==> src/rtl/ahb_key_event_ctrl_if.sv <==
// AHB-Lite bus bundle between a bus master and the key event controller.
// A transfer's address phase is accepted on any HCLK edge with HREADY=1; its data phase ends on the next edge with HREADY=1.
interface ahb_key_event_ctrl_if;
   logic [31:0] HADDR;
   logic [31:0] HWDATA;
   logic        HWRITE;
   logic [1:0]  HTRANS;
   logic        HREADY;
   logic        HSEL;
   logic        HREADYOUT;
   logic [31:0] HRDATA;

   modport master (
      output HADDR, HWDATA, HWRITE, HTRANS, HREADY, HSEL,
      input  HREADYOUT, HRDATA
   );

   modport slave (
      input  HADDR, HWDATA, HWRITE, HTRANS, HREADY, HSEL,
      output HREADYOUT, HRDATA
   );
endinterface

==> src/rtl/ahb_key_event_ctrl.sv <==
// Push-button scanner: synchronise, debounce, detect presses and queue them
// as key events readable over AHB-Lite, with a level interrupt while events are pending.
module ahb_key_event_ctrl #(
   parameter int NKEYS           = 5,
   parameter int DEBOUNCE_CYCLES = 16,
   parameter int FIFO_DEPTH      = 4
) (
   input  logic                 HCLK,
   input  logic                 HRESETn,
   ahb_key_event_ctrl_if.slave  bus,
   input  logic [NKEYS-1:0]     KEY,
   output logic                 KEY_IRQ,
   output logic                 o_dbg_state
);

   localparam int PW = (FIFO_DEPTH > 1) ? $clog2(FIFO_DEPTH) : 1;
   localparam int CW = PW + 1;
   localparam logic [15:0] DB_LIMIT = 16'(DEBOUNCE_CYCLES - 1);

   typedef enum logic {ST_IDLE = 1'b0, ST_PRESSED = 1'b1} state_t;

   logic [NKEYS-1:0] r_sync1;
   logic [NKEYS-1:0] r_ks;
   logic [NKEYS-1:0] r_cand;
   logic [NKEYS-1:0] r_stable;
   logic [15:0]      r_db_cnt;
   state_t           r_state;
   logic [NKEYS-1:0] r_mem [FIFO_DEPTH];
   logic [PW-1:0]    r_wr_ptr;
   logic [PW-1:0]    r_rd_ptr;
   logic [CW-1:0]    r_count;
   logic             r_ovf;
   logic             r_irq_en;
   logic             r_irq;
   logic             r_sel;
   logic             r_wr;
   logic [1:0]       r_addr;

   logic             w_rd_phase;
   logic             w_wr_phase;
   logic             w_full;
   logic             w_empty;
   logic             w_push;
   logic             w_pop;
   logic             w_push_ok;
   logic             w_drop;
   logic             w_ctrl_wr;
   logic [31:0]      w_rdata;
   logic             w_unused_bits;

   assign w_rd_phase = r_sel & ~r_wr & bus.HREADY;
   assign w_wr_phase = r_sel &  r_wr & bus.HREADY;
   assign w_full     = (r_count == CW'(FIFO_DEPTH));
   assign w_empty    = (r_count == '0);
   assign w_ctrl_wr  = w_wr_phase && (r_addr == 2'd2);

   // The press is queued on the very edge the FSM leaves IDLE.
   assign w_push    = (r_state == ST_IDLE) && (r_stable != '0);
   assign w_pop     = w_rd_phase && (r_addr == 2'd0) && !w_empty;
   assign w_push_ok = w_push && (!w_full || w_pop);
   assign w_drop    = w_push && w_full && !w_pop;

   assign w_unused_bits = ^{bus.HADDR[31:4], bus.HADDR[1:0], bus.HWDATA[31:2], bus.HTRANS[0]};

   always_ff @(posedge HCLK or negedge HRESETn) begin
      if (!HRESETn) begin
         r_sel  <= 1'b0;
         r_wr   <= 1'b0;
         r_addr <= 2'd0;
      end else if (bus.HREADY) begin
         r_sel  <= bus.HSEL & bus.HTRANS[1];
         r_wr   <= bus.HWRITE;
         r_addr <= bus.HADDR[3:2];
      end
   end

   always_ff @(posedge HCLK or negedge HRESETn) begin
      if (!HRESETn) begin
         r_sync1 <= '0;
         r_ks    <= '0;
      end else begin
         r_sync1 <= KEY;
         r_ks    <= r_sync1;
      end
   end

   // Any change of the synchronised value restarts the stability count.
   always_ff @(posedge HCLK or negedge HRESETn) begin
      if (!HRESETn) begin
         r_cand   <= '0;
         r_stable <= '0;
         r_db_cnt <= '0;
      end else if (r_ks != r_cand) begin
         r_cand   <= r_ks;
         r_db_cnt <= '0;
      end else if (r_ks != r_stable) begin
         if (r_db_cnt == DB_LIMIT) begin
            r_stable <= r_cand;
            r_db_cnt <= '0;
         end else begin
            r_db_cnt <= r_db_cnt + 16'd1;
         end
      end
   end

   always_ff @(posedge HCLK or negedge HRESETn) begin
      if (!HRESETn) begin
         r_state <= ST_IDLE;
      end else begin
         case (r_state)
            ST_IDLE:    if (r_stable != '0) r_state <= ST_PRESSED;
            ST_PRESSED: if (r_stable == '0) r_state <= ST_IDLE;
            default:    r_state <= ST_IDLE;
         endcase
      end
   end

   assign o_dbg_state = r_state;

   always_ff @(posedge HCLK or negedge HRESETn) begin
      if (!HRESETn) begin
         for (int i = 0; i < FIFO_DEPTH; i++) r_mem[i] <= '0;
         r_wr_ptr <= '0;
         r_rd_ptr <= '0;
         r_count  <= '0;
      end else begin
         if (w_push_ok) begin
            r_mem[r_wr_ptr] <= r_stable;
            r_wr_ptr        <= r_wr_ptr + PW'(1);
         end
         if (w_pop) r_rd_ptr <= r_rd_ptr + PW'(1);
         if (w_push_ok && !w_pop)      r_count <= r_count + CW'(1);
         else if (!w_push_ok && w_pop) r_count <= r_count - CW'(1);
      end
   end

   // A dropped event wins over a same-cycle clear so the loss is never hidden.
   always_ff @(posedge HCLK or negedge HRESETn) begin
      if (!HRESETn) begin
         r_ovf    <= 1'b0;
         r_irq_en <= 1'b1;
         r_irq    <= 1'b0;
      end else begin
         if (w_drop)                            r_ovf <= 1'b1;
         else if (w_ctrl_wr && bus.HWDATA[1])   r_ovf <= 1'b0;
         if (w_ctrl_wr) r_irq_en <= bus.HWDATA[0];
         r_irq <= r_irq_en & !w_empty;
      end
   end

   assign KEY_IRQ = r_irq;

   always_comb begin
      w_rdata = '0;
      if (r_sel && !r_wr) begin
         case (r_addr)
            2'd0: begin
               if (!w_empty) w_rdata[NKEYS-1:0] = r_mem[r_rd_ptr];
               w_rdata[8] = !w_empty;
            end
            2'd1: begin
               w_rdata[CW-1:0] = r_count;
               w_rdata[8]      = w_full;
               w_rdata[9]      = r_ovf;
            end
            2'd2:    w_rdata[0] = r_irq_en;
            default: w_rdata = '0;
         endcase
      end
   end

   assign bus.HRDATA    = w_rdata;
   assign bus.HREADYOUT = 1'b1;

endmodule

==> src/flat_wrapper.sv <==
// flat-port wrapper written by rule: the top's interface ports become plain ports
module ahb_key_event_ctrl_flat 
#(
   parameter int NKEYS           = 5,
   parameter int DEBOUNCE_CYCLES = 16,
   parameter int FIFO_DEPTH      = 4
)
  (HCLK, HRESETn, KEY, KEY_IRQ, o_dbg_state, bus_HADDR, bus_HWDATA, bus_HWRITE, bus_HTRANS, bus_HREADY, bus_HSEL, bus_HREADYOUT, bus_HRDATA);
  ahb_key_event_ctrl_if bus_i ();
  input  logic HCLK;
  input  logic HRESETn;
  input  logic [NKEYS-1:0] KEY;
  output logic KEY_IRQ;
  output logic o_dbg_state;
  input wire logic [$bits(bus_i.HADDR)-1:0] bus_HADDR;
  input wire logic [$bits(bus_i.HWDATA)-1:0] bus_HWDATA;
  input wire logic [$bits(bus_i.HWRITE)-1:0] bus_HWRITE;
  input wire logic [$bits(bus_i.HTRANS)-1:0] bus_HTRANS;
  input wire logic [$bits(bus_i.HREADY)-1:0] bus_HREADY;
  input wire logic [$bits(bus_i.HSEL)-1:0] bus_HSEL;
  output wire logic [$bits(bus_i.HREADYOUT)-1:0] bus_HREADYOUT;
  output wire logic [$bits(bus_i.HRDATA)-1:0] bus_HRDATA;
  assign bus_i.HADDR = bus_HADDR;
  assign bus_i.HWDATA = bus_HWDATA;
  assign bus_i.HWRITE = bus_HWRITE;
  assign bus_i.HTRANS = bus_HTRANS;
  assign bus_i.HREADY = bus_HREADY;
  assign bus_i.HSEL = bus_HSEL;
  assign bus_HREADYOUT = bus_i.HREADYOUT;
  assign bus_HRDATA = bus_i.HRDATA;
  ahb_key_event_ctrl #(.NKEYS(NKEYS), .DEBOUNCE_CYCLES(DEBOUNCE_CYCLES), .FIFO_DEPTH(FIFO_DEPTH)) u_core (.HCLK(HCLK), .HRESETn(HRESETn), .bus(bus_i), .KEY(KEY), .KEY_IRQ(KEY_IRQ), .o_dbg_state(o_dbg_state));
endmodule
==> config.mk <==
export PLATFORM = sky130hd
export DESIGN_NAME = ahb_key_event_ctrl_flat
export DESIGN_NICKNAME = d
export VERILOG_FILES = /design/src/rtl/ahb_key_event_ctrl_if.sv /design/src/rtl/ahb_key_event_ctrl.sv /design/src/flat_wrapper.sv
export SDC_FILE = /design/constraint.sdc
export NUM_CORES = 1
export LEC_CHECK = 0
export ABC_AREA = 1
export CORE_ASPECT_RATIO = 0.75
export CORE_MARGIN = 4
export CORE_UTILIZATION = 43
export CTS_CLUSTER_DIAMETER = 150
export DETAILED_ROUTE_END_ITERATION = 6
export PLACE_DENSITY_LB_ADDON = 0.25
export SYNTH_ARGS = -nofsm -noshare
export SYNTH_HDL_FRONTEND = slang
export SYNTH_SLANG_ARGS = --single-unit
==> constraint.sdc <==
create_clock -name HCLK -period 2.2 [get_ports HCLK]
set_input_delay 0.55 -clock HCLK [delete_from_list [all_inputs] [get_ports HCLK]]
set_output_delay 0.55 -clock HCLK [all_outputs]
set_load 0.02 [all_outputs]
==> Word-level counts from Yosys, hierarchy flattened <==
Cells that the tools add are included.
{ "op_classes": {"addsub": 5, "mul": 0, "div_mod_pow": 0, "magnitude_cmp": 3, "eq_ne": 6, "shift": 0, "muxes": 23, "bitwise_logic": 11, "n_reduce_logical": 26} }
{ "op_table": {"columns": ["op", "n"], "rows": [
  ["$mux 16", 3],
  ["$bwmux 20", 1],
  ["$mux 5", 4],
  ["$add 16x1->16 const B", 1],
  ["$eq 16x4->1 const B", 1],
  ["$logic_and 1x1->1", 12],
  ["$bmux 5 s2", 1],
  ["$demux 5 s2", 1],
  ["$mux 10", 1],
  ["$ne 5x5->1", 2],
  ["$and 1x1->1", 6],
  ["$ge 3x3->1 const B", 2],
  ["$mux 3", 2],
  ["$not 2->3", 2],
  ["$reduce_bool 2->1", 3],
  ["$logic_not 1->1", 5],
  ["$logic_not 5->1", 1],
  ["$mux 1", 5],
  ["$reduce_bool 5->1", 1],
  ["$add 2x1->2 const B", 2],
  ["$pmux 1 s2", 2],
  ["$pmux 2 s2", 1],
  ["$add 3x1->3 const B", 1],
  ["$eq 3x3->1 const B", 1],
  ["other kinds (11)", 13]
]} }
{ "totals": {"ff_bits": 71, "latchBits": 0, "mem_bits_rw": 0, "romBits": 0, "inputBits": 76, "out_inout_bits": 35, "wordCells": 93, "memories": 0} }

==> Longest topological paths before layout <==
{ "logic_depth": {"depth_word": 11, "ltp_mapped": 13, "depth_no_buf": 13} }

==> Least setup slack after synthesis <==
Ideal clock, no wire load.
{ "synth_path": {"kind": "input to register", "startpoint": "input port bus_HREADY", "endpoint": "register u_core.r_count[1]", "setup_ns": 0.125, "arrival_time_ns": 2.067, "required_ns": 2.075, "slack_ns": 0.008, "cell_stages": 9, "n_path_buf": 1, "path_cell_list": "buf_2 > nand2_2 > o21ai_4 > nand2_1 > inv_1 > ha_1 > inv_1 > fa_1 > mux2_2"} }
{ "synth_via": {"elab_chain_len": 8} }
{ "synth_rtl": {"columns": ["item", "line", "rtl"], "rows": [
  ["start, declared", "flat_wrapper.sv:19", "input wire logic [$bits(bus_i.HREADY)-1:0] bus_HREADY;"],
  ["$and 1x1->1 *", "ahb_key_event_ctrl.sv:51", "assign w_rd_phase = r_sel & ~r_wr & bus.HREADY;"],
  ["$logic_and 1x1->1 * (2 in a row)", "ahb_key_event_ctrl.sv:59", "assign w_pop = w_rd_phase && (r_addr == 2'd0) && !w_empty;"],
  ["$logic_or 1x1->1 *", "ahb_key_event_ctrl.sv:60", "assign w_push_ok = w_push && (!w_full || w_pop);"],
  ["$logic_and 1x1->1 *", "ahb_key_event_ctrl.sv:60", null],
  ["named net u_core.w_push_ok", "ahb_key_event_ctrl.sv:45", "logic w_push_ok;"],
  ["$logic_not 1->1", "ahb_key_event_ctrl.sv:133", "else if (!w_push_ok && w_pop) r_count <= r_count - CW'(1);"],
  ["$logic_and 1x1->1", "ahb_key_event_ctrl.sv:133", null],
  ["$reduce_bool 2->1 (no line)", null, null],
  ["end signal, assigned", "ahb_key_event_ctrl.sv:132", "if (w_push_ok && !w_pop) r_count <= r_count + CW'(1);"],
  ["end signal, assigned", "ahb_key_event_ctrl.sv:133", null],
  ["end, declared", "ahb_key_event_ctrl.sv:31", "logic [CW-1:0] r_count;"]
]} }
The timed path passes the listed nets; every way through them passes the cells marked *.
A chain may end at the register's enable or synchronous reset.

==> Worst setup path in the final report <==
{ "layout_path": {"startpoint": "register u_core.r_rd_ptr[0]", "endpoint": "output port bus_HRDATA[2]"} }
{ "layout_via": {"elab_chain_len": 7} }
{ "layout_rtl": {"columns": ["item", "line", "rtl"], "rows": [
  ["start, declared", "ahb_key_event_ctrl.sv:30", "logic [PW-1:0] r_rd_ptr;"],
  ["start signal, assigned", "ahb_key_event_ctrl.sv:131", "if (w_pop) r_rd_ptr <= r_rd_ptr + PW'(1);"],
  ["$not 2->3 (implied by the code)", "ahb_key_event_ctrl.sv:158", "if (!w_empty) w_rdata[NKEYS-1:0] = r_mem[r_rd_ptr];"],
  ["$bmux 5 s2", "ahb_key_event_ctrl.sv:158", null],
  ["$mux 5 (implied by the code) (2 in a row)", "ahb_key_event_ctrl.sv:158", null],
  ["$mux 5", "ahb_key_event_ctrl.sv:158", null],
  ["$pmux 2 s2", "ahb_key_event_ctrl.sv:156", "case (r_addr)"],
  ["$mux 10", "ahb_key_event_ctrl.sv:155", "if (r_sel && !r_wr) begin"],
  ["end, declared", "flat_wrapper.sv:22", "output wire logic [$bits(bus_i.HRDATA)-1:0] bus_HRDATA;"]
]} }
Every way passes these cells. The select of a mux whose other input is x is not followed.

==> reports/results.ini <==
[clock_tree]
cts.root.buffer_cell = sky130_fd_sc_hd__clkbuf_16
tritoncts = yes
cts_made_buffers = 9
max-clock-path-buffers = 2
worst_setup_hold_path_clk_slew_ns = 0.06
cts-htree-levels = 3
cts.sinks = 71
insertion_delay_ns = 0.33

[route]
vias = 3000
residual_drc_count = 0
wl_per_cell_um = 12.8
topRoutingLayerUsed = met4
drtIter0Drc = 121
routed_via_density = 4.75
routedLengthMet1_um = 3920
detail_route.first_pass.iterations = 4
met3_wirelength_um = 614
final_routed_wirelength_across_all_metal_layers_um = 8060
final_antenna_net_count = 0
route.met2.wl_um = 3480

[worst_setup_path]
max_stage_delay_ns = 0.40
cp.required_ns = 1.65
critPathMaxFanout = 10
cp.arrival_ns = 1.60
kind_of_cell_adding_the_most_delay_to_the_critical_path = flip-flops
setup.worst_path.end_class = primary output
worstSetupStartpointType = register
setup.worst_path.class = register to primary output
critical_path.n_buffers_inverters = 2
crit_chain = buf_6, nor2_1, nor2_1, o21ai_0, nand2_1, a22oi_2, nor2_1, buf_2
most_used_cell_along_the_critical_path = sky130_fd_sc_hd__nor2_1
cp_slowest_cell = sky130_fd_sc_hd__dfrtp_1

[sta]
period_minus_slack_ns = 2.15
min_period_over_period_pct = 97.5
finalMaxSlewViolations = 0
clock-skew-final_ns = 0.00794
timing.fmax_mhz = 466
final-setup-viol-count = 0
rsz0062_at_grt = yes
timing.hold.ws_ns = 0.120
timing_hold_violations_final = 0

[die]
initial_utilization_pct = 44.6
die_width_um = 117
ios = 111
floorplan.die_area_um2 = 10400
placeableCoreArea_um2 = 8530
die_height_um = 89.5
rows = 29

[yosys]
ys.warnings.count = 0
edff_count_synth = 0
mappedNetlistArea_um2 = 3800
ys_dominant_reg_cell = sky130_fd_sc_hd__dfrtp_1
synth_async_sr_flop_share_pct = 100
postSynthRegisterBits = 71
post_synth.cell_area_avg_um2 = 8.08
netlist-cell-type-count = 33
synthDominantCellAreaShare_pct = 46.1
synthesized_netlist_cell_count = 471
synth_area_leaders = sky130_fd_sc_hd__dfrtp_1 46%, sky130_fd_sc_hd__nand2_1 12%, sky130_fd_sc_hd__nor2_1 5.5%, sky130_fd_sc_hd__buf_4 5.1%, sky130_fd_sc_hd__inv_1 3.8%
synth_top_area_cell = sky130_fd_sc_hd__dfrtp_1
yosysSeqAreaShare_pct = 46.7

[pwr]
p_total_mw = 3.76
irDropWorstVdd_mv = 0.478
power.static_leakage_nw = 2.25
power_density_nw_per_um2 = 828

[place]
detailedPlacementHpwl_um = 5730
place.port_buffers = 23
gp_congestion = 0.817

[hold_path]
hold_class = input pin to async pin

[finish]
area_delta_synth_final_pct = 19.2
filler_cell_count = 776
num_antenna_cells = 0
final_nets = 601
final_layout_size_suffix_gt1_share_pct = 17.2

[grt]
global_route.usage.total_pct = 16.6
grt_start_max_net_pins = 60
grt_first_pass_wirelength_um = 13400
grt_antenna_before_repair = 0
via_count_of_the_first_global_routing_pass = 2757
global_route.overflow_total = 0

[job]
drv.max_cap_violation_count = 0

[outcome]
run_status = finished, final reports clean

-- stage by stage --
| step | TNS [ns] | util [%] | setup slack [ns] | instance area, µm² | cells |
|---|---|---|---|---|---|
| 2_1_floorplan | 0 | - | 0.00821 | 3890 | 495 |
| 3_3_place_gp | -0.628 | 49.3 | -0.292 | 4200 | 612 |
| 3_5_place_dp | -0.712 | 49.3 | -0.317 | 4200 | 612 |
| 4_1_cts | -0.0582 | 52.6 | -0.0582 | 4490 | 628 |
| 5_1_grt | -0.120 | 53.2 | -0.0322 | 4540 | 631 |
| 6_report | 0 | 53.2 | 0.0548 | 4540 | 631 |
-- area by class of cell --
type                            instances  area (µm²)  area share [%]
Inverter                               45         169            3.72
Timing Repair Buffer                   53         444            9.79
Clock inverter                          6        52.6            1.16
Sequential cell                        71        1780            39.2
Tap cell                              108         135            2.98
Multi-Input combinational cell        338        1720            37.9
Clock buffer                           10         239            5.27
-- metal layers --
metal	track usage, %	vias to the layer above
met5	0	-
met4	5.10	0
met3	4.74	4
met2	23.8	77
met1	24.4	1377
li1	-	1542
-- cell families (layout without fill, tap and decap cells) --
family                   count (synthesis)  after routing  synth area share, %
AO/OA/AOI/OAI                           48             48                 6.94
XOR/XNOR                                11             11                 2.53
adder cells (fa/ha/maj)                  7              7                 2.50
buffers and inverters                   86            114                 11.4
flip-flops                              71             71                 46.7
multiplexers                             3              3                0.888
other                                    2             26                0.197
AND/OR/NAND/NOR                        243            243                 28.7
-- registers in the layout (all words and copies together), names as in the netlist --
signal and cells:
u_core.r_rd_ptr 2, u_core.r_wr_ptr 2, u_core.r_addr 2, u_core.r_mem 20, u_core.r_sync1 5, u_core.r_stable 5
u_core.r_sel 1, u_core.r_cand 5, u_core.r_ks 5, u_core.r_count 3, u_core.r_ovf 1, u_core.KEY_IRQ 1
u_core.r_irq_en 1, u_core.o_dbg_state 1, u_core.r_wr 1, u_core.r_db_cnt 16
-- worst paths after layout --
path | depth (start not counted) | end | from | slack, ns
max reg2reg | 10 | u_core.r_count[1] | u_core.r_count[1] | 0.10
max in group asynchronous | 2 | u_core.r_cand[4] | HRESETn | 1.47
min | 1 | u_core.r_addr[1] | HRESETn | 0.12
min in group HCLK | 0 | u_core.r_ks[0] | u_core.r_sync1[0] | 0.35
max | 8 | bus_HRDATA[2] | u_core.r_rd_ptr[0] | 0.05
min reg2reg | 0 | u_core.r_ks[0] | u_core.r_sync1[0] | 0.35
-- Yosys cell counts (2+ instances only) --
cell / instances
sky130_fd_sc_hd__nand2_1: 125
sky130_fd_sc_hd__dfrtp_1: 70
sky130_fd_sc_hd__nor2_1: 56
sky130_fd_sc_hd__inv_1: 38
sky130_fd_sc_hd__buf_4: 26
sky130_fd_sc_hd__nand3_1: 24
sky130_fd_sc_hd__nand4_1: 19
sky130_fd_sc_hd__o21ai_1: 19
sky130_fd_sc_hd__o21ai_0: 17
sky130_fd_sc_hd__clkbuf_1: 8
sky130_fd_sc_hd__a21oi_1: 6
sky130_fd_sc_hd__buf_2: 6
sky130_fd_sc_hd__ha_1: 6
sky130_fd_sc_hd__inv_2: 6
sky130_fd_sc_hd__nor2_4: 6
sky130_fd_sc_hd__xor2_1: 6
sky130_fd_sc_hd__xnor2_1: 5
sky130_fd_sc_hd__nand2_2: 4
sky130_fd_sc_hd__nand3_2: 4
sky130_fd_sc_hd__mux2_2: 3
sky130_fd_sc_hd__a22oi_1: 2
sky130_fd_sc_hd__conb_1: 2
sky130_fd_sc_hd__nand3b_1: 2
sky130_fd_sc_hd__nor3_1: 2
-- power by group --
part | total [mW] | internal [mW] | leakage [nW] | switching, mW
Combinational | 0.902 | 0.414 | 1.19 | 0.488
Clock | 1.40 | 0.811 | 0.138 | 0.592
Sequential | 1.45 | 1.39 | 0.922 | 0.0630
-- layout by cell type (no fill, tap or decap), types with 2 or more instances in the layout --
master / synthesis / routed
sky130_fd_sc_hd__o21ai_0: 17 / 15
sky130_fd_sc_hd__conb_1: 2 / 26
sky130_fd_sc_hd__mux2_2: 3 / 3
sky130_fd_sc_hd__ha_1: 6 / 6
sky130_fd_sc_hd__xnor2_1: 5 / 5
sky130_fd_sc_hd__clkinvlp_4: 0 / 2
sky130_fd_sc_hd__clkbuf_16: 0 / 9
sky130_fd_sc_hd__nand2_2: 4 / 6
sky130_fd_sc_hd__clkdlybuf4s50_1: 0 / 14
sky130_fd_sc_hd__o21ai_1: 19 / 21
sky130_fd_sc_hd__a21oi_1: 6 / 5
sky130_fd_sc_hd__inv_1: 38 / 35
sky130_fd_sc_hd__nand3_2: 4 / 4
sky130_fd_sc_hd__buf_2: 6 / 5
sky130_fd_sc_hd__dfrtp_1: 70 / 70
sky130_fd_sc_hd__nor2_4: 6 / 6
sky130_fd_sc_hd__nand3_1: 24 / 24
sky130_fd_sc_hd__nand2_1: 125 / 122
sky130_fd_sc_hd__nand3b_1: 2 / 2
sky130_fd_sc_hd__nor2_1: 56 / 54
sky130_fd_sc_hd__inv_2: 6 / 9
sky130_fd_sc_hd__buf_4: 26 / 28
sky130_fd_sc_hd__buf_6: 1 / 2
sky130_fd_sc_hd__nand4_1: 19 / 19
sky130_fd_sc_hd__xor2_1: 6 / 6
sky130_fd_sc_hd__inv_6: 0 / 2
sky130_fd_sc_hd__nor2_2: 0 / 2
-- repair_timing --
item,in CTS,in global routing
hold buffers,0,0
pin swaps,1,4
buffers inserted,0,3
setup endpoints to repair,8,8
cloned,0,0
resized for setup,23,20
-- worst reg2reg max path, delay by kind of cell (launching register included) --
family	cells	cell delay, ns
DFF	1	0.40
AOI/OAI and AO/OA	1	0.05
adders and majority gates	2	0.59
muxes	1	0.27
and+or+nand+nor	2	0.27
buffers and inverters	4	0.41
(Power assumes the default switching activity.)
